`src/rtl/inst_queue.sv`:
```
// rtl/inst_queue.sv - circular instruction queue between fetch and decode
// Registered issue port; no bypass, so a pushed entry issues one edge later at the earliest.
module inst_queue #(
  parameter int IQ_DEPTH       = 16,
  parameter int IQ_FULL_MARGIN = 2
) (
  input  logic        clk,
  input  logic        rst,
  input  logic        rdy,
  input  logic        IF_input_valid,
  input  logic [31:0] IF_inst,
  input  logic [31:0] IF_inst_pc,
  input  logic        IF_predicted_to_jump,
  input  logic [31:0] IF_predicted_pc,
  output logic        IF_IQ_is_full,
  input  logic        ROB_is_full,
  input  logic        RS_is_full,
  input  logic        LSB_is_full,
  input  logic        roll_back_flag,
  output logic        ID_output_valid,
  output logic [31:0] ID_inst,
  output logic [31:0] ID_inst_pc,
  output logic        ID_predicted_to_jump,
  output logic [31:0] ID_predicted_pc
);

  localparam int PTR_W = $clog2(IQ_DEPTH);
  localparam int CNT_W = PTR_W + 1;
  localparam int ENT_W = 97;

  logic [ENT_W-1:0] mem [IQ_DEPTH];
  logic [PTR_W-1:0] head;
  logic [PTR_W-1:0] tail;
  logic [CNT_W-1:0] count;
  logic [ENT_W-1:0] head_ent;
  logic             stall;
  logic             do_push;
  logic             do_pop;

  assign stall    = ROB_is_full | RS_is_full | LSB_is_full;
  assign do_push  = rdy && !roll_back_flag && IF_input_valid && (count < CNT_W'(IQ_DEPTH));
  assign do_pop   = rdy && !roll_back_flag && (count != '0) && !stall;
  assign head_ent = mem[head];

  // Fetch keeps a few slots of slack for requests already on their way.
  assign IF_IQ_is_full = (count >= CNT_W'(IQ_DEPTH - IQ_FULL_MARGIN));

  // Entry storage carries no reset; only the control state below does.
  always_ff @(posedge clk) begin
    if (!rst && do_push) begin
      mem[tail] <= {IF_inst, IF_inst_pc, IF_predicted_to_jump, IF_predicted_pc};
    end
  end

  always_ff @(posedge clk) begin
    if (rst) begin
      head                 <= '0;
      tail                 <= '0;
      count                <= '0;
      ID_output_valid      <= 1'b0;
      ID_inst              <= '0;
      ID_inst_pc           <= '0;
      ID_predicted_to_jump <= 1'b0;
      ID_predicted_pc      <= '0;
    end else begin
      ID_output_valid <= do_pop;
      if (rdy && roll_back_flag) begin
        head  <= '0;
        tail  <= '0;
        count <= '0;
      end else begin
        if (do_push) begin
          tail <= tail + PTR_W'(1);
        end
        if (do_pop) begin
          head                 <= head + PTR_W'(1);
          ID_inst              <= head_ent[96:65];
          ID_inst_pc           <= head_ent[64:33];
          ID_predicted_to_jump <= head_ent[32];
          ID_predicted_pc      <= head_ent[31:0];
        end
        case ({do_push, do_pop})
          2'b10:   count <= count + CNT_W'(1);
          2'b01:   count <= count - CNT_W'(1);
          default: count <= count;
        endcase
      end
    end
  end

endmodule

```
`config.mk`:
```
export PLATFORM = sky130hd
export DESIGN_NAME = inst_queue
export DESIGN_NICKNAME = d
export VERILOG_FILES = /design/src/rtl/inst_queue.sv
export SDC_FILE = /design/constraint.sdc
export NUM_CORES = 2
export LEC_CHECK = 0
export BUFFER_PORTS_ARGS = -buffer_cell sky130_fd_sc_hd__buf_4
export CAP_MARGIN = 15
export CORE_MARGIN = 5
export CORE_UTILIZATION = 35
export DETAILED_ROUTE_END_ITERATION = 10
export HOLD_SLACK_MARGIN = 0.03
export SLEW_MARGIN = 25
export SYNTH_ARGS = -nofsm -noshare
export SYNTH_HDL_FRONTEND = slang
export SYNTH_SLANG_ARGS = --single-unit
export TNS_END_PERCENT = 1
```
`constraint.sdc`:
```
create_clock -name clk -period 5.4 [get_ports clk]
set_clock_uncertainty 0.05 [all_clocks]
set_input_delay 0.27 -clock clk [delete_from_list [all_inputs] [get_ports clk]]
set_output_delay 0.27 -clock clk [all_outputs]
set_load 0.03 [all_outputs]
```
==> results.md <==
- Status: completed
- Reg-to-reg startpoint: count[0]$_SDFFE_PP0P_
- 1st-pass router iterations: 5
- GRT overflow: 0
- Worst Path Max Fanout: 41
- Final hold violation count: 0
- Effective utilization at floorplan: about a third
- RSZ-0062 raised after global routing: false
- Hold WC Path Type: in2reg
- Power, Total: 0.0263 W
- # DRC: 0
- Post-CTS Setup Repair Bufs: 0
- RR Endpoint: ID_inst_pc[8]$_SDFFE_PP0P_
- Flop-to-flop setup slack: ~2.2 ns
- CTS Buf Count: approximately 170
- Finished Core Util: approximately 42%
- Clock Path Buffers: 3
- Commonest non-fill, non-tap cell in the layout: edfxtp_1
- CP Buf/Inv Count: 2
- Final net count: approximately 3.2k
- Kind of critical path: reg2reg
- Share of cells above drive strength 1: between 20% and 30%
- Layout area overhead: 18.3%
- Relative slew slack: between 30% and 40%
- DP Cell Count: between 5k and 6k
- Max-cap violations: 0
- Routed WL per cell: 27.1 microns
- Hold Crit Depth: 2
- Net count after synthesis: 2810
- EDFF count, synth: between 1.5k and 2k
- Yosys cell types: 39
- Min cycle time layout: approximately 3.2 ns
- Fin crit share: 59.0%
- Cell Chain, Critical Path: or4_1 > o211ai_4 > buf_4 > or3_4 > buf_12 > o221ai_1
- Largest delay share family, worst path: simple AND/OR/NAND/NOR gates
- GRT Overall Usage: between 15 and 20%
- Setup ws final: between 2 and 2.5 ns
- Mapped Cells: 2697
- Top_reg_cell synth: edfxtp_1
- Worst VDD drop: 0.000280 V
- Worst path required time: between 6 and 7 ns
- Setup crit end kind: flip-flop
- Iter 0 DRT Violations: between 2k and 2.5k
- Dpl ws: between 2 and 2.5 ns
- Post-DP HPWL: ~77 mm
- Mapped Area: 0.0627 sq mm
- WP data arrival: between 3 and 4 ns
- Fill cells: roughly 15k
- Vias: approximately 29k
- Register area share after synthesis: ~80%
- Static Leak: between 20 and 25 nW
- CTS tree: yes
- Boundary Pins: 204
- First-pass GRT wire length: approximately 220 mm
- GPL Wtd Cong: ~0.69
- Per-instance average area after synthesis: roughly 23 sq um
- Reg clk slew, reported paths: approximately 0.06 ns
- Core ar.: approximately 0.18 sq mm
- Beginning of the worst hold path: IF_inst[19]
- DRT antenna net count: 0
- R2R cell count: 6
- Initial antenna violation count: 19
- Vias in the first global route: just over 30k
- Async SR Flop Fraction: 0%
- Skew-Pair Late Insertion Delay: approximately 0.80 ns
- Largest net degree at the start of global routing: about 120
- # resized after CTS: 0
- Most frequent cells in the layout: edfxtp_1, mux4_2, buf_4
- Final WL: roughly 150 mm
- CTS root buffer: clkbuf_16
- PD cells: about 350 mW/mm^2
- Vias/cell: between 5 and 6
- Slowest CP cell: or3_4
- Fin. max-slew vios: 0
- Maximum clock frequency: between 300 and 400 MHz
- Die height: around 430 microns
- #FFs+latches synth: ~1.7k
- Worst-Margin Slew: slightly below 1 ns
- Total die area: 0.188 sq mm
- CTS Sinks: ~1.7k
- Synth warn: 0
- Fin cells: 5591
- Htree depth: 4
- Row count: between 150 and 200
- Port buffer count: about 200
- CTS Hold Bufs: roughly 100
- WHS Endpoint: mem[0][84]$_DFFE_PP_
- Crit path launch type: flip-flop
- # setup viols final: 0
- Worst stage delay on the critical path: between 0.8 and 0.9 ns
- Die Wd: around 430 microns
[state kept, by name (all words and copies together), names as in the netlist]
signal and flops:
ID_output_valid 1, ID_predicted_to_jump 1, head 4, count 5
ID_inst_pc 32, mem 1552, tail 4, ID_inst 32
ID_predicted_pc 32
[where the power goes]
| group | leakage, nW | internal, W | switching [W] |
|---|---|---|---|
| logic | 4.79 | 0.000142 | 0.000244 |
| registers | 14.8 | 0.0141 | 0.00000631 |
| clock network | 2.76 | 0.00677 | 0.00502 |
[worst max path at each step]
stage	cells past startpoint	from	end	slack (ns)
after detailed placement	6	count[4]$_SDFFE_PP0P_	ID_inst_pc[8]$_SDFFE_PP0P_	2.18
after global placement	6	count[4]$_SDFFE_PP0P_	ID_inst_pc[10]$_SDFFE_PP0P_	2.18
final	6	count[0]$_SDFFE_PP0P_	ID_inst_pc[8]$_SDFFE_PP0P_	2.22
after global routing	6	count[1]$_SDFFE_PP0P_	ID_inst[13]$_SDFFE_PP0P_	2.11
after floorplan	4	count[4]$_SDFFE_PP0P_	mem[15][0]$_DFFE_PP_	-0.31
after CTS	6	count[4]$_SDFFE_PP0P_	ID_inst_pc[22]$_SDFFE_PP0P_	2.19
[cell type report]
cell class | count | area, sq um | share of cell area [%]
flip-flops and latches | 1663 | 48800 | 65.9
multi-input cells | 868 | 13200 | 17.8
clock buffers | 228 | 4610 | 6.23
repair buffers | 371 | 3380 | 4.57
well taps | 2355 | 2950 | 3.98
clock inverters | 91 | 1080 | 1.46
inverters | 7 | 26.3 | 0.0355
diodes | 8 | 20.0 | 0.0270
[worst register-to-register path: cells and delay by family (launching register included)]
kind                   cells  cell delay (ns)
and+or+nand+nor            2             1.41
buffers and inverters      2             0.83
AOI/OAI and AO/OA          2             0.42
DFF                        1             0.36
[stage by stage]
step | TNS, ns | hold WS [ns] | area, sq um
after global routing | 0 | 0.220 | 74100
after detailed placement | 0 | 0.442 | 67300
after CTS | 0 | 0.191 | 74100
final | 0 | 0.258 | 74100
after global placement | 0 | 0.433 | 67300
after floorplan | -423.53 | 0.319 | 62700
[cells in the mapped netlist, types with 2 or more instances]
cell type	number	area [sq um]
a31oi_1	2	12.5
nor2_1	27	101
buf_2	61	305
nand2b_1	2	12.5
o221ai_1	66	578
a22oi_1	2	15.0
mux2i_1	198	1980
clkbuf_1	76	285
dfxtp_1	111	2220
xor2_1	6	52.6
a21oi_1	6	30.0
inv_1	7	26.3
or3_1	5	31.3
nand3b_1	99	743
ha_1	8	100
buf_1	9	33.8
mux4_2	388	8740
edfxtp_1	1552	46600
nand2_1	7	26.3
buf_4	5	37.5
o221ai_2	31	465
a21o_1	2	15.0
xnor2_1	2	17.5
buf_6	8	90.1
o21ai_0	3	15.0
[per-layer routing]
layer | vias to the layer above | track usage, % | routed length, microns
met5 | - | 0 | 73
met3 | 215 | 3.30 | 7950
met1 | 15900 | 22.1 | 65900
met2 | 792 | 26.3 | 74000
met4 | 12 | 4.24 | 3530
li1 | 12300 | - | -
[kinds of logic (layout without fill, tap and decap cells)]
kind of cell / count (synthesis) / count (layout) / share of synthesized area [%]
xor+xnor: 8 / 8 / 0.112
fa+ha+maj: 8 / 8 / 0.160
flops: 1663 / 1663 / 77.9
other cells: 0 / 8 / 0
buf+inv: 166 / 697 / 1.24
compound gates: 115 / 115 / 1.85
simple gates: 151 / 151 / 1.61
mux: 586 / 586 / 17.1
Power figures use the tool's default switching activity.
